[config.mk]
export PLATFORM = sky130hd
export DESIGN_NAME = multicycle_sequencer
export DESIGN_NICKNAME = d
export VERILOG_FILES = /design/src/rtl/multicycle_sequencer.sv
export SDC_FILE = /design/constraint.sdc
export NUM_CORES = 1
export LEC_CHECK = 0
export ABC_CLOCK_PERIOD_IN_PS = 2350
export BUFFER_PORTS_ARGS = -buffer_cell sky130_fd_sc_hd__buf_4
export CAP_MARGIN = 20
export CORE_ASPECT_RATIO = 1.2
export CORE_MARGIN = 2
export CORE_UTILIZATION = 45
export DETAILED_ROUTE_END_ITERATION = 7
export PLACE_DENSITY = 0.85
export SYNTH_ARGS = -nofsm -noshare
export SYNTH_HDL_FRONTEND = slang
export SYNTH_SLANG_ARGS = --single-unit
[constraint.sdc]
create_clock -name clk -period 2.35 [get_ports clk]
set_input_delay 0.235 -clock clk [delete_from_list [all_inputs] [get_ports clk]]
set_output_delay 0.235 -clock clk [all_outputs]
set_load 0.02 [all_outputs]
[src/rtl/multicycle_sequencer.sv]
// Multi-cycle FETCH/DECODE/EXEC/MEM/WB control sequencer for an RV32I datapath sharing one memory port.
// Define SEQ_PERF_CNT_EN to build the instret and cycle_cnt counters; without it instret reads 0.
module multicycle_sequencer #(
  parameter int unsigned MEM_TIMEOUT = 16,
  parameter int unsigned CNT_W       = 32
) (
  input  logic             clk,
  input  logic             rst_n,
  input  logic             start,
  input  logic             halt,
  input  logic [6:0]       ir_opcode,
  input  logic             branch_cond,
  input  logic             mem_ready,
  output logic             mem_req,
  output logic             mem_we,
  output logic             mem_is_fetch,
  output logic             lir,
  output logic             lpc,
  output logic             lmar,
  output logic             lmdr,
  output logic [1:0]       pc_src,
  output logic             reg_we,
  output logic [1:0]       wb_sel,
  output logic             busy,
  output logic             trap,
  output logic [1:0]       trap_cause,
  output logic [3:0]       state,
  output logic [CNT_W-1:0] instret
`ifdef SEQ_PERF_CNT_EN
  ,
  output logic [CNT_W-1:0] cycle_cnt
`endif
);

  localparam int unsigned   TW       = (MEM_TIMEOUT > 2) ? $clog2(MEM_TIMEOUT) : 1;
  localparam logic [TW-1:0] TMO_LAST = TW'(MEM_TIMEOUT - 1);

  localparam logic [4:0] OP_R      = 5'b01100;
  localparam logic [4:0] OP_IALU   = 5'b00100;
  localparam logic [4:0] OP_LOAD   = 5'b00000;
  localparam logic [4:0] OP_STORE  = 5'b01000;
  localparam logic [4:0] OP_BRANCH = 5'b11000;
  localparam logic [4:0] OP_JAL    = 5'b11011;
  localparam logic [4:0] OP_JALR   = 5'b11001;
  localparam logic [4:0] OP_LUI    = 5'b01101;
  localparam logic [4:0] OP_AUIPC  = 5'b00101;

  localparam logic [1:0] PC_P4   = 2'b00;
  localparam logic [1:0] PC_IMM  = 2'b01;
  localparam logic [1:0] PC_ALU  = 2'b10;
  localparam logic [1:0] WB_ALU  = 2'b00;
  localparam logic [1:0] WB_MDR  = 2'b01;
  localparam logic [1:0] WB_PC4  = 2'b10;
  localparam logic [1:0] WB_IMM  = 2'b11;
  localparam logic [1:0] CAUSE_ILL = 2'b01;
  localparam logic [1:0] CAUSE_TMO = 2'b10;

  typedef enum logic [3:0] {
    S_IDLE   = 4'd0,
    S_FETCH  = 4'd1,
    S_DECODE = 4'd2,
    S_EXEC   = 4'd3,
    S_MEM    = 4'd4,
    S_WB     = 4'd5,
    S_TRAP   = 4'd6
  } state_t;

  state_t        state_q, state_d;
  logic [TW-1:0] tcnt_q;
  logic [1:0]    cause_q, cause_d;
  logic          retire_c;
  logic          legal_c;
  logic [4:0]    op5;

  assign op5 = ir_opcode[6:2];

  // Legal RV32I major opcode check
  always_comb begin
    legal_c = 1'b0;
    if (ir_opcode[1:0] == 2'b11) begin
      case (op5)
        OP_R, OP_IALU, OP_LOAD, OP_STORE, OP_BRANCH,
        OP_JAL, OP_JALR, OP_LUI, OP_AUIPC: legal_c = 1'b1;
        default:                           legal_c = 1'b0;
      endcase
    end
  end

  // Next-state and control decode
  always_comb begin
    state_d      = state_q;
    cause_d      = cause_q;
    retire_c     = 1'b0;
    mem_req      = 1'b0;
    mem_we       = 1'b0;
    mem_is_fetch = 1'b0;
    lir          = 1'b0;
    lpc          = 1'b0;
    lmar         = 1'b0;
    lmdr         = 1'b0;
    pc_src       = PC_P4;
    reg_we       = 1'b0;
    wb_sel       = WB_ALU;
    case (state_q)
      S_IDLE: begin
        if (start) state_d = S_FETCH;
      end
      S_FETCH: begin
        mem_req      = 1'b1;
        mem_is_fetch = 1'b1;
        if (mem_ready) begin
          lir     = 1'b1;
          state_d = S_DECODE;
        end else if (tcnt_q == TMO_LAST) begin
          state_d = S_TRAP;
          cause_d = CAUSE_TMO;
        end
      end
      S_DECODE: begin
        if (legal_c) begin
          state_d = S_EXEC;
        end else begin
          state_d = S_TRAP;
          cause_d = CAUSE_ILL;
        end
      end
      S_EXEC: begin
        case (op5)
          OP_LOAD, OP_STORE: begin
            lmar    = 1'b1;
            state_d = S_MEM;
          end
          OP_BRANCH: begin
            lpc      = 1'b1;
            pc_src   = branch_cond ? PC_IMM : PC_P4;
            retire_c = 1'b1;
          end
          OP_JAL: begin
            reg_we   = 1'b1;
            wb_sel   = WB_PC4;
            lpc      = 1'b1;
            pc_src   = PC_IMM;
            retire_c = 1'b1;
          end
          OP_JALR: begin
            reg_we   = 1'b1;
            wb_sel   = WB_PC4;
            lpc      = 1'b1;
            pc_src   = PC_ALU;
            retire_c = 1'b1;
          end
          default: state_d = S_WB;
        endcase
      end
      S_MEM: begin
        mem_req = 1'b1;
        mem_we  = (op5 == OP_STORE);
        if (mem_ready) begin
          if (op5 == OP_STORE) begin
            lpc      = 1'b1;
            retire_c = 1'b1;
          end else begin
            lmdr    = 1'b1;
            state_d = S_WB;
          end
        end else if (tcnt_q == TMO_LAST) begin
          state_d = S_TRAP;
          cause_d = CAUSE_TMO;
        end
      end
      S_WB: begin
        reg_we   = 1'b1;
        lpc      = 1'b1;
        retire_c = 1'b1;
        if (op5 == OP_LOAD)     wb_sel = WB_MDR;
        else if (op5 == OP_LUI) wb_sel = WB_IMM;
        else                    wb_sel = WB_ALU;
      end
      S_TRAP:  state_d = S_TRAP;
      default: state_d = S_IDLE;
    endcase
    if (retire_c) state_d = halt ? S_IDLE : S_FETCH;
  end

  always_ff @(posedge clk or negedge rst_n) begin
    if (!rst_n) begin
      state_q <= S_IDLE;
      cause_q <= 2'b00;
    end else begin
      state_q <= state_d;
      cause_q <= cause_d;
    end
  end

  // Wait counter restarts on every state change, so each FETCH/MEM visit gets a fresh budget
  always_ff @(posedge clk or negedge rst_n) begin
    if (!rst_n) begin
      tcnt_q <= '0;
    end else if (state_d != state_q) begin
      tcnt_q <= '0;
    end else if (!mem_ready && (state_q == S_FETCH || state_q == S_MEM)) begin
      tcnt_q <= tcnt_q + TW'(1);
    end
  end

  assign busy       = (state_q != S_IDLE) && (state_q != S_TRAP);
  assign trap       = (state_q == S_TRAP);
  assign trap_cause = cause_q;
  assign state      = state_q;

`ifdef SEQ_PERF_CNT_EN
  logic [CNT_W-1:0] instret_q;
  logic [CNT_W-1:0] cycle_q;

  // Saturating retire and busy-cycle counters
  always_ff @(posedge clk or negedge rst_n) begin
    if (!rst_n) begin
      instret_q <= '0;
      cycle_q   <= '0;
    end else begin
      if (retire_c && !(&instret_q)) instret_q <= instret_q + CNT_W'(1);
      if (busy && !(&cycle_q))       cycle_q   <= cycle_q + CNT_W'(1);
    end
  end

  assign instret   = instret_q;
  assign cycle_cnt = cycle_q;
`else
  assign instret = '0;
`endif

endmodule

Word-level counts from Yosys, hierarchy flattened
Memories as Yosys holds them, arrays and structs flattened. Index checks and enable logic that the tools add are counted.

Memories kept: 1. Input bits: 13. Output and inout port bits: 52. Register bits: 10. ROM bits: 32.

Memories: (name not given) (words 32, width 1, rd ports 1, clocked after memory_dff 0, wr ports 0, line 81) `case (op5)`.

Mux-type cells: 40. Reductions and logical operators: 14. Equal/unequal tests: 18. $add $sub $neg: 1.

Operators with widths (number): $mux W4 (8); $pmux W4 S7 (1); $mux W1 (17); $eq A5 B5 Y1 const B (3); $mux W2 (7); $eq A4 B3 Y1 const B (3); $eq A5 B4 Y1 const B (2); $eq A4 B2 Y1 const B (2); $pmux W2 S2 (2); $pmux W4 S2 (1); $pmux W2 S3 (1); $reduce_or A2 Y1 (3); $logic_not A5 Y1 (1); $add A4 B1 Y4 const B (1); $eq A4 B1 Y1 const B (1); $eq A4 B4 Y1 const B (1); $logic_not A4 Y1 (1); $ne A2 B2 Y1 const B (2); $ne A4 B3 Y1 const B (1); $ne A4 B4 Y1 (1); $reduce_and A4 Y1 (1); $reduce_bool A2 Y1 (2); $reduce_bool A4 Y1 (1); $mux W3 (1); 8 further kinds (9).

Longest topological paths before layout
Depth in word-level cells: 7. Depth in mapped cells: 7.

Worst setup path after synthesis
OpenSTA, ideal clock, no wires.

Kind: reg-to-reg. Start point: register state_q[0] (netlist: state[0]). End point: register tcnt_q[0]. Period minus slack after synthesis: 1991 ps. Slack: 359 ps. Stages on the path, launching flop included: 8. Required time: 2264 ps. Data arrival time: 1905 ps. Cell sequence: dfrtp_1 -> clkbuf_8 -> or3b_1 -> a211o_2 -> nand4_2 -> and3_2 -> o2111ai_2 -> nor3_1.

Cells in the longest elaborated chain, start to end: 6.

RTL lines: start, declared (line 68) `state_t state_q, state_d;`; start signal, assigned (line 190) `state_q <= state_d;`; $mux W4 (on tied branches) (line 114, 166, 159); $mux W4 (on tied branches) (line 158, 111); $pmux W4 S7 (line 104) `case (state_q)`; $mux W4 (line 182) `if (retire_c) state_d = halt ? S_IDLE : S_FETCH;`; $ne A4 B4 Y1 (line 199) `end else if (state_d != state_q) begin`; $mux W4 / $reduce_bool A2 Y1 (equally long branches); end signal, assigned (line 202) `tcnt_q <= tcnt_q + TW'(1);`; end, declared (line 69) `logic [TW-1:0] tcnt_q;`.

Parallel ways exist; a longest one is shown, timed or not. A chain may end at the register's enable or synchronous reset.

Final worst setup path
Start point: register state_q[3] (netlist: state[3]). End point: output pc_src[1].

Cells in the longest elaborated chain, start to end: 2.

RTL lines: $eq A4 B2 Y1 (line 104); $mux W2 (line 104); end, declared (line 21) `output logic [1:0] pc_src,`.

No other way between the ends.

==> impl_metrics.ini <==
[power]
p_leak_nw = 0.700
powerDensity_nw_per_um2 = 428
max-vdd-ir-drop_mv = 0.287

[critical_path]
crit_cells = 7
cpMaxStageDelayCell = dfrtp_1
ff2ff_path_depth = 6
worst-setup-path-type = register to output port
critPathArrivalTime_ns = 1.90
rrSetupSlack_ns = 0.32
crit_family = simple AND/OR/NAND/NOR gates
endpoint_kind = output port
crit_chain = buf_4 > nor2_2 > nand3_1 > nor3b_2 > nand3_1 > nor2_1 > buf_4
path_buf_inv = 2
r2r-start = state[2]
startpoint = state[3]
cp_slowest_stage_delay_ns = 0.46
r2r-end = tcnt_q[0]
worst-path-max-fanout = 10
start_kind = register
timing.critical_path.to = pc_src[1]
required_ns = 2.12

[logic_synthesis]
synth_top_area_share_pct = 20.1
synthArstFlopShare_pct = 100
synth-edff-count = 0
yosysWarnings = 0
yosysMostFrequentCell = buf_4
netlist_area_um2 = 1240
synth_area_leader_cell = dfrtp_1
synth_cell_types = 51
netlist_instances = 148
synth-seq-area-share_pct = 20.1
avgSynthCellArea_um2 = 8.41
synth_area_leaders = dfrtp_1 (20%), buf_4 (20%), clkbuf_8 (4.4%)
synth_seq_cells = 10
synthTopCellsByCount = buf_4 (33), nand2_1 (13), dfrtp_1 (10), nor2_1 (8), nor3_1 (8)
synth-main-ff-cell = dfrtp_1

[sta]
period_needed_ns = 2.13
fmax_mhz = 469
hold_violations = 0
timing.final.crit_share_pct = 90.8
tns_ns = 0
skew_ns = 0.00688
setup_violations = 0
slew_violations = 0
rsz0062_at_grt = false

[final_layout]
layout-drive-gt1-share_pct = 33.2
fillers = 251
area_delta_synth_final_pct = 14.9
fin_util_pct = 55.5
antenna_cells = 0
fin_nets = 199

[global_route]
antenna_found_initial = 0
overflow = 0
grt_max_degree = 16
globalRouteTotalUtil_pct = 17.5
grt_pass1_vias = 947
grt_pass1_wl_mm = 4.20

[clock_tree]
cts_setup_buffers = 0
htreeDepth = 1
clock_tree.buffer_depth = 2
clk_pin_slew_ns = 0.07
root_buffer = clkbuf_4
clock_latency_ns = 0.28
numCtsBuffers = 3
cts_tree = yes
cts_sinks = 10

[worst_hold_path]
hp-class = input pin to register

[place]
port_buffers = 32
routabilityCongestion = 0.860
place_hpwl_mm = 2.06

[route]
drtIter0Drc = 16
num_vias = 1096
via_per_inst = 5.05
ant_nets = 0
wirelength_mm = 2.66
route.detailed.drc = 0
wl_per_cell_um = 12.2
drt_first_pass_iters = 4

[floorplan]
die_y_um = 61.6
die-width_um = 52.0
die-area_um2 = 3210
core_um2 = 2580
initial_core_util_pct = 48.3
placement_rows = 20
ios = 65

[status]
status = complete, no violations

[flow_run]
maxCapViolations = 0
area by class of cell:
cell class	count	area, um2	area share [%]
well taps	33	41.3	2.89
multi-input cells	127	792	55.4
inverters	4	15.0	1.05
flip-flops and latches	10	250	17.5
clock buffers	4	36.3	2.54
repair buffers	39	295	20.6
registers in the layout, indices dropped and copies added (netlist names):
name and count:
state 4, tcnt_q 4, trap_cause 2
stage by stage:
stage / setup WS [ns] / instance area [um2] / hold slack [ns] / power (mW) / instances
finish: 0.217 / 1430 / 0.157 / 0.613 / 217
global route: 0.0697 / 1430 / 0.149 / 0.648 / 217
CTS: 0.0886 / 1420 / 0.143 / 0.618 / 217
detailed placement: 0.343 / 1380 / 0.0693 / 0.450 / 212
global placement: 0.410 / 1380 / 0.0677 / 0.447 / 212
floorplan: 0.359 / 1370 / -0.0606 / 0.418 / 180
worst min-delay path by stage:
stage,from,to,depth (start not counted)
6_report,halt,state[0],2
3_5_place_dp,rst_n,state[3],1
5_1_grt,halt,state[0],2
2_1_floorplan,rst_n,state[0],0
3_3_place_gp,rst_n,trap_cause[1],1
4_1_cts,halt,state[0],2
report_power, final:
part           internal [mW]  switching (mW)  leakage (nW)
clock                 0.0945          0.0675        0.0210
combinational         0.0926           0.152         0.547
sequential             0.190          0.0158         0.131
total                  0.377           0.236         0.700
routing by layer:
layer / GRT usage [%] / up-vias / share of wire, %
met5: 0 / - / 0
met4: 7.14 / 0 / 1.8
met3: 3.88 / 9 / 7.8
met2: 29.7 / 52 / 51
met1: 21.5 / 501 / 39
li1: - / 534 / -
cell families after synthesis:
| logic type | share of synthesized area (%) |
|---|---|
| buffers and inverters | 26.5 |
| adder cells (fa/ha/maj) | 1.00 |
| AO/OA/AOI/OAI | 15.1 |
| multiplexers | 0.804 |
| other | 0.301 |
| AND/OR/NAND/NOR | 32.7 |
| flip-flops | 20.1 |
| XOR/XNOR | 3.52 |
cell usage in the layout (no fill, tap or decap), types with 2 or more instances in the layout:
cell type / count
nor3b_1: 2
nor2_1: 7
buf_4: 38
or3_1: 3
and4bb_2: 2
dfrtp_1: 10
nand3_1: 6
nand4_1: 2
nor2b_1: 2
a21oi_1: 3
nand2_1: 13
xor2_1: 3
clkbuf_4: 3
inv_1: 4
a31oi_1: 4
nand2b_1: 3
nor3_1: 8
o21ai_0: 3
conb_1: 33
xnor2_1: 2
repair_timing:
item | 4_1_cts | 5_1_grt
hold buffers | 1 | 0
setup endpoints to repair | 0 | 3
hold endpoints to repair | 10 | 0
resized for setup | 0 | 2
(Power assumes the default switching activity.)
